**src/rtl/multicycle_controller.sv**
```systemverilog
// -----------------------------------------------------------------------------
// multicycle_controller
//
// Control unit for a multicycle RV32I subset datapath (lw, sw, R-type ALU,
// I-type ALU, beq, jal). A Moore FSM sequences each instruction through
// fetch, decode and the execute/memory/writeback steps. Two small
// combinational decoders sit beside it:
//   - the ALU decoder maps the FSM's internal ALUOp, together with funct3,
//     op[5] and funct7b5, to ALUControl;
//   - the immediate decoder maps the opcode to ImmSrc.
//
// Ports
//   clk        : clock, rising-edge active
//   rst_n      : asynchronous active-low reset; forces the FETCH state
//   op         : opcode, instr[6:0]
//   funct3     : instr[14:12]
//   funct7b5   : instr[30]
//   Zero       : ALU zero flag, used for the beq PC update
//   PCWrite    : PC register enable
//   AdrSrc     : memory address select (0 = PC, 1 = ALUOut)
//   MemWrite   : data memory write enable
//   IRWrite    : instruction register write enable
//   RegWrite   : register file write enable
//   ResultSrc  : result select (00 = ALUOut, 01 = Data, 10 = ALUResult)
//   ALUSrcA    : ALU A select (00 = PC, 01 = OldPC, 10 = RD1)
//   ALUSrcB    : ALU B select (00 = RD2, 01 = ImmExt, 10 = constant 4)
//   ImmSrc     : immediate format (00 = I, 01 = S, 10 = B, 11 = J)
//   ALUControl : ALU operation (000 add, 001 sub, 010 and, 011 or, 101 slt)
//   IllegalOp  : one-cycle pulse in DECODE when the opcode is unsupported
//   State      : current FSM state, for debug
// -----------------------------------------------------------------------------
module multicycle_controller (
  input  logic       clk,
  input  logic       rst_n,
  input  logic [6:0] op,
  input  logic [2:0] funct3,
  input  logic       funct7b5,
  input  logic       Zero,
  output logic       PCWrite,
  output logic       AdrSrc,
  output logic       MemWrite,
  output logic       IRWrite,
  output logic       RegWrite,
  output logic [1:0] ResultSrc,
  output logic [1:0] ALUSrcA,
  output logic [1:0] ALUSrcB,
  output logic [1:0] ImmSrc,
  output logic [2:0] ALUControl,
  output logic       IllegalOp,
  output logic [3:0] State
);

  typedef enum logic [3:0] {
    S_FETCH    = 4'd0,
    S_DECODE   = 4'd1,
    S_MEMADR   = 4'd2,
    S_MEMREAD  = 4'd3,
    S_MEMWB    = 4'd4,
    S_MEMWRITE = 4'd5,
    S_EXECUTER = 4'd6,
    S_EXECUTEI = 4'd7,
    S_ALUWB    = 4'd8,
    S_BEQ      = 4'd9,
    S_JAL      = 4'd10
  } state_t;

  typedef enum logic [1:0] {
    ALUOP_ADD   = 2'b00,
    ALUOP_SUB   = 2'b01,
    ALUOP_FUNCT = 2'b10
  } alu_op_t;

  localparam logic [6:0] OP_LW    = 7'b0000011;
  localparam logic [6:0] OP_SW    = 7'b0100011;
  localparam logic [6:0] OP_RTYPE = 7'b0110011;
  localparam logic [6:0] OP_ITYPE = 7'b0010011;
  localparam logic [6:0] OP_BEQ   = 7'b1100011;
  localparam logic [6:0] OP_JAL   = 7'b1101111;

  state_t  state_q, state_d;
  alu_op_t alu_op;
  logic    branch;
  logic    pc_update;

  // NOTE: the state register is the only flop; it resets asynchronously so
  // FETCH is reached the instant rst_n falls, without waiting for a clock.
  // Sequential state is assigned with <= so every flop samples pre-edge
  // values regardless of process ordering.
  always_ff @(posedge clk or negedge rst_n) begin
    if (!rst_n) state_q <= S_FETCH;
    else        state_q <= state_d;
  end

  // Next-state logic and Moore outputs.
  // NOTE: every signal written here gets a default first, so no path through
  // the case can leave one unassigned and infer a latch; it also makes any
  // output not named for a state read as 0.
  always_comb begin
    state_d   = S_FETCH;
    AdrSrc    = 1'b0;
    MemWrite  = 1'b0;
    IRWrite   = 1'b0;
    RegWrite  = 1'b0;
    ResultSrc = 2'b00;
    ALUSrcA   = 2'b00;
    ALUSrcB   = 2'b00;
    alu_op    = ALUOP_ADD;
    branch    = 1'b0;
    pc_update = 1'b0;
    IllegalOp = 1'b0;

    unique case (state_q)
      S_FETCH: begin
        IRWrite   = 1'b1;
        ALUSrcB   = 2'b10;
        ResultSrc = 2'b10;
        pc_update = 1'b1;
        state_d   = S_DECODE;
      end
      S_DECODE: begin
        // Computes the branch target OldPC + imm ahead of a possible beq.
        ALUSrcA = 2'b01;
        ALUSrcB = 2'b01;
        case (op)
          OP_LW, OP_SW: state_d = S_MEMADR;
          OP_RTYPE:     state_d = S_EXECUTER;
          OP_ITYPE:     state_d = S_EXECUTEI;
          OP_BEQ:       state_d = S_BEQ;
          OP_JAL:       state_d = S_JAL;
          default: begin
            state_d   = S_FETCH;
            IllegalOp = 1'b1;
          end
        endcase
      end
      S_MEMADR: begin
        ALUSrcA = 2'b10;
        ALUSrcB = 2'b01;
        state_d = (op == OP_LW) ? S_MEMREAD : S_MEMWRITE;
      end
      S_MEMREAD: begin
        AdrSrc  = 1'b1;
        state_d = S_MEMWB;
      end
      S_MEMWB: begin
        ResultSrc = 2'b01;
        RegWrite  = 1'b1;
        state_d   = S_FETCH;
      end
      S_MEMWRITE: begin
        AdrSrc   = 1'b1;
        MemWrite = 1'b1;
        state_d  = S_FETCH;
      end
      S_EXECUTER: begin
        ALUSrcA = 2'b10;
        alu_op  = ALUOP_FUNCT;
        state_d = S_ALUWB;
      end
      S_EXECUTEI: begin
        ALUSrcA = 2'b10;
        ALUSrcB = 2'b01;
        alu_op  = ALUOP_FUNCT;
        state_d = S_ALUWB;
      end
      S_ALUWB: begin
        RegWrite = 1'b1;
        state_d  = S_FETCH;
      end
      S_BEQ: begin
        ALUSrcA = 2'b10;
        alu_op  = ALUOP_SUB;
        branch  = 1'b1;
        state_d = S_FETCH;
      end
      S_JAL: begin
        // Link value PC+4 is formed from OldPC; the jump target computed in
        // DECODE is already sitting in ALUOut and is loaded into the PC here.
        ALUSrcA   = 2'b01;
        ALUSrcB   = 2'b10;
        pc_update = 1'b1;
        state_d   = S_ALUWB;
      end
      default: state_d = S_FETCH;
    endcase
  end

  // Branch resolves in the same cycle the ALU reports Zero.
  assign PCWrite = pc_update | (branch & Zero);
  assign State   = state_q;

  // ALU decoder.
  always_comb begin
    ALUControl = 3'b000;
    unique case (alu_op)
      ALUOP_ADD: ALUControl = 3'b000;
      ALUOP_SUB: ALUControl = 3'b001;
      ALUOP_FUNCT: begin
        case (funct3)
          // op[5] separates R-type from I-type, so addi with instr[30] set
          // still adds.
          3'b000:  ALUControl = (op[5] & funct7b5) ? 3'b001 : 3'b000;
          3'b010:  ALUControl = 3'b101;
          3'b110:  ALUControl = 3'b011;
          3'b111:  ALUControl = 3'b010;
          default: ALUControl = 3'b000;
        endcase
      end
      default: ALUControl = 3'b000;
    endcase
  end

  // Immediate format decoder.
  always_comb begin
    case (op)
      OP_LW, OP_ITYPE: ImmSrc = 2'b00;
      OP_SW:           ImmSrc = 2'b01;
      OP_BEQ:          ImmSrc = 2'b10;
      OP_JAL:          ImmSrc = 2'b11;
      default:         ImmSrc = 2'b00;
    endcase
  end

endmodule

```
**config.mk**
```make
export PLATFORM = sky130hd
export DESIGN_NAME = multicycle_controller
export DESIGN_NICKNAME = d
export VERILOG_FILES = /design/src/rtl/multicycle_controller.sv
export SDC_FILE = /design/constraint.sdc
export NUM_CORES = 1
export LEC_CHECK = 0
export CAP_MARGIN = 20
export CORE_UTILIZATION = 30
export CTS_CLUSTER_SIZE = 25
export DETAILED_ROUTE_END_ITERATION = 12
export DONT_BUFFER_PORTS = 1
export GPL_ROUTABILITY_DRIVEN = 1
export SLEW_MARGIN = 25
export SYNTH_ARGS = -nofsm -noshare
export SYNTH_HDL_FRONTEND = slang
export SYNTH_SLANG_ARGS = --single-unit
```
**constraint.sdc**
```tcl
create_clock -name clk -period 2.4 [get_ports clk]
set_clock_uncertainty 0.15 [all_clocks]
set_input_delay 0.6 -clock clk [delete_from_list [all_inputs] [get_ports clk]]
set_output_delay 0.6 -clock clk [all_outputs]
set_load 0.01 [all_outputs]
```
After elaboration in Yosys (flattened, before gate mapping)

Index checks and enable logic that the tools add are counted.

Register bits after elaboration: 4
Bits in latches: 0
Memory bits (writable): 0
Bits in read-only memories: 0
Input bits: 14
Output and inout bits: 21
Word-level logic and storage cells: 56
Memories kept: 0

Add/subtract/negate cells: 0
Multipliers: 0
Divide/modulo/power cells: 0
$lt $le $gt $ge: 0
Eq/ne operators: 21
Shift-type cells: 0
Muxes and demuxes: 19
Bitwise logic cells: 3
Reduce and logical (&&, ||, !) cells: 12

Operators by type and width:

| kind                                                            | number |
|---|---|
| 4-bit case mux with 5 select lines                              | 2 |
| 4-bit by 3-bit == test with 1-bit output, second input constant | 4 |
| 2-bit case mux with 2 select lines                              | 4 |
| 7-bit by 6-bit == test with 1-bit output, second input constant | 2 |
| 7-bit == test, second input constant                            | 2 |
| 4-bit == test, second input constant                            | 3 |
| 3-bit case mux with 4 select lines                              | 1 |
| 2-bit OR reduction                                              | 6 |
| 1-bit two-way mux                                               | 9 |
| 4-bit by 2-bit == test with 1-bit output, second input constant | 2 |
| 7-bit by 2-bit == test with 1-bit output, second input constant | 1 |
| 7-bit by 5-bit == test with 1-bit output, second input constant | 1 |
| 3-bit == test, second input constant                            | 2 |
| 2-bit case mux with 3 select lines                              | 1 |
| 3-bit case mux with 2 select lines                              | 1 |
| 3-bit OR reduction                                              | 2 |
| 6-bit OR reduction                                              | 1 |
| 4-bit by 1-bit == test with 1-bit output, second input constant | 1 |
| 4-bit zero test                                                 | 1 |
| 4-bit OR reduction                                              | 1 |
| 3-bit by 2-bit == test with 1-bit output, second input constant | 1 |
| 3-bit zero test                                                 | 1 |
| 3-bit two-way mux                                               | 1 |
| 1-bit AND                                                       | 2 |
| 3 further kinds                                                 | 3 |

Logic depth before layout (Yosys ltp)

Depth in word-level cells: 5
Mapped depth: 7

Worst setup path after synthesis

No wires, ideal clock.

Path kind: flip-flop to output port
Start point: register state_q[2] (netlist: State[2])
End point: output ALUControl[2]
Data arrival time: 1580 ps
Required time: 1650 ps
Path slack: 70 ps
Stages on the path, launching flop included: 6
Cells stage by stage: dfrtp_1 -> nand2b_1 -> nor2_1 -> nand2_1 -> ha_1 -> nor4_1

Longest elaborated chain between the ends: 5
Elaborated cells between the ends (all ways): 8
Classes of those cells: 5 x eq/ne; 2 x mux; 1 x reduce/logical

RTL lines:

| element                                                                   | line | RTL |
|---|---|---|
| from (decl)                                                               | 80   | `state_t state_q, state_d;` |
| from (signal assigned)                                                    | 91   | `else state_q <= state_d;` |
| 4-bit by 3-bit == test with 1-bit output                                  | 112  | `unique case (state_q)` |
| 2-bit OR reduction (no line)                                              | -    |  |
| 2-bit case mux with 2 select lines *                                      | 112  |  |
| 2-bit == test or 2-bit by 1-bit == test with 1-bit output (tied branches) | 195  | `unique case (alu_op)` |
| 3-bit case mux with 2 select lines *                                      | 195  |  |
| to (decl)                                                                 | 48   | `output logic [2:0] ALUControl,` |

Every way passes the cells marked *; elsewhere a longest branch is shown, timed or not.

Final worst setup path

Ends and elaborated chain as after synthesis.

==> flow_summary_export.csv <==
group,metric,value,unit
run_status,status,"finished, final reports clean",
worst_setup_path,worstPathMaxFanout,3,
logic_synthesis,synth.area.top_cells,"dfrtp_1 18%, a21oi_1 5.4%, nand2_1 5.4%, nand4bb_4 5.0%, nor2_1 4.7%",
global_route,grt_overflow,0,
floorplanning,ioPinCount,35,
logic_synthesis,synth_area_per_cell,7.29,sq um
global_route,gr-usage-all-layers,15.0,%
placement,dp_hpwl,1.07,mm
logic_synthesis,synth.distinct_cells,34,
pwr,ir_drop,0.000243,V
placement,place_inst,105,
clocking,cts_max_level,1,
clocking,cts_tree,"done",
clocking,path_clk_slew,0.04,ns
sta,timing.final.crit_period,2.32,ns
placement,place_ws,0.126,ns
worst_setup_path,end_kind,"output port",
clocking,clk_latency,0.24,ns
pwr,leakage,0.297,nW
worst_setup_path,crit_type,"reg2out",
route,highest_layer,"met4",
sta,final_max_slew_viol_count,0,
logic_synthesis,yosysTopAreaCell,"dfrtp_1",
floorplanning,die_area,0.00202,sq mm
clocking,clockBufferDepth,2,
worst_setup_path,required,1.65,ns
route,drc_errors,0,
floorplanning,core_area,0.00173,sq mm
floorplanning,num_rows,15,
final_layout,final_common_cell,"buf_4",
sta,grt_setup_unrepaired,"true",
final_layout,fin_area,757,sq um
final_layout,final_layout_size_suffix_gt1_share,34.1,%
worst_setup_path,cp-start-kind,"flop",
logic_synthesis,ys_warn_count,0,
sta,hold_violations,0,
logic_synthesis,ys_ff_latch,4,
clocking,cts_root_buf,"clkbuf_4",
sta,fmax,431,MHz
final_layout,n_fill_cell,178,
placement,numPortBuffers,0,
route,finalWirelength,1.50,mm
final_layout,layout.cells.non_filler,113,
final_layout,nets,106,
sta,finalCritPeriodShare,96.7,%
route,wl_met1,647,um
logic_synthesis,synthesis.nets,92,
logic_synthesis,mappedNetlistArea,554,sq um
sta,relSlewSlack,64.2,%
floorplanning,initial_core_util,32.1,%
global_route,grt_antenna_before_repair,0,
sta,setup_slack,0.0785,ns
hold_path,hold_class,"in2reg",
run,maxCapViolCount,0,
final_layout,largest_reg_flops,4,
logic_synthesis,yosys.area.top_type_share,18.1,%
route,wl_met2,733,um
clocking,cts_buffers,3,
logic_synthesis,ys_seq_area_share,18.1,%
global_route,grt_max_degree,16,
floorplanning,dieHeight,45.0,um
sta,finalSetupViolCount,0,
worst_setup_path,arrival,1.57,ns
route,vias,609,
route,drt.antenna.violating_nets,0,
final_layout,final_cell_mix,"11 x buf_4, 6 x nand2_1, 6 x a21oi_1",
route,wl_met3,94,um
global_route,grt_pass1_vias,531,
final_layout,area_growth,36.6,%
final_layout,antenna_cells,0,
logic_synthesis,syn_inst,76,
floorplanning,dieWidth,45.0,um
global_route,grt_pass1_wl,2.29,mm
pwr,power-per-cell-area,614,mW/mm^2
route,avgRoutedWirePerCell,13.2,um
route,viasPerCell,5.39,
route,drt-initial-drc-count,7,
clocking,cts_sinks,4,
placement,finalWeightedCongestion,0.773,
route,drt_pass1_iterations,4,
placement,postPlaceCellArea,627,sq um
sta,worst_pin_slew,0.532,ns
[repair_timing]
item / in CTS / in global routing
pin swaps: 5 / 2
setup buffers: 3 / 0
hold buffers: 1 / 0
gates resized for setup: 11 / 3
gates cloned: 1 / 0
hold endpoints to repair: 4 / 0
endpoints found under the setup margin: 2 / 2
[critical path: stages, from the launching register on]
cell and delay, ns:
dfrtp_1 0.39, nand2b_4 0.17, nor2_4 0.11, nand2_2 0.07, ha_4 0.23, nor4_4 0.19, buf_4 0.15
[Yosys cell counts]
library cell and n:
nor4_1 4, dfrtp_1 4, and3b_1 1, or2_1 1
clkbuf_1 1, o22ai_1 1, ha_1 2, nand3b_1 1
o32ai_1 1, nand2b_1 2, o21bai_1 1, a21oi_1 6
xor2_1 1, nand3_1 2, nor2_1 7, nand2_1 8
buf_4 1, or4_4 1, a31oi_1 2, o22a_1 1
a21o_1 1, xnor2_1 3, buf_2 3, a21oi_2 1
inv_1 3, nand4bb_4 1, or3_1 2, nor3b_1 3
a22o_1 1, o31a_1 1, or4_1 1, inv_2 2
a31o_1 1, nor3_1 5
[cell families after synthesis]
logic type	after synthesis	share of synthesized area, %
buffers and inverters	10	8.13
AND/OR/NAND/NOR	39	42.0
AO/OA/AOI/OAI	17	21.0
adder cells (fa/ha/maj)	2	4.51
flip-flops	4	18.1
XOR/XNOR	4	6.32
[power by group]
part,internal (mW),switching (mW)
registers,0.0779,0.0107
clock network,0.0560,0.0282
logic,0.124,0.168
[final timing paths]
path	cells past startpoint	slack, ns	from	end
setup / recovery	6	0.08	State[2]$_DFF_PN0_	ALUControl[2]
hold / removal	2	0.42	op[4]	State[1]$_DFF_PN0_
setup reg to reg	3	0.91	State[0]$_DFF_PN0_	State[1]$_DFF_PN0_
hold reg to reg	2	0.50	State[2]$_DFF_PN0_	State[0]$_DFF_PN0_
max in group asynchronous	1	1.44	rst_n	State[3]$_DFF_PN0_
min in group asynchronous	1	0.48	rst_n	State[1]$_DFF_PN0_
[layer usage]
metal / vias to the layer above / GRT usage [%]
met3: 2 / 0.800
li1: 304 / -
met1: 282 / 18.8
met5: - / 0
met2: 21 / 26.1
met4: 0 / 7.27
[through the flow]
step	setup TNS, ns	hold slack [ns]	power [mW]	util [%]
after floorplan	0	0.154	0.284	-
after global placement	0	0.155	0.346	36.3
after detailed placement	0	0.155	0.348	36.3
after CTS	0	0.413	0.460	42.8
after global routing	-0.0137	0.427	0.498	43.8
final	0	0.420	0.465	43.8
[layout make-up]
class / count / area, sq um / area share (%)
Inverter: 5 / 18.8 / 2.48
Tap cell: 25 / 31.3 / 4.13
Multi-Input combinational cell: 62 / 474 / 62.6
Timing Repair Buffer: 14 / 109 / 14.4
Clock buffer: 3 / 22.5 / 2.98
Sequential cell: 4 / 101 / 13.4
Note: power is estimated with default switching activity, not from simulation.
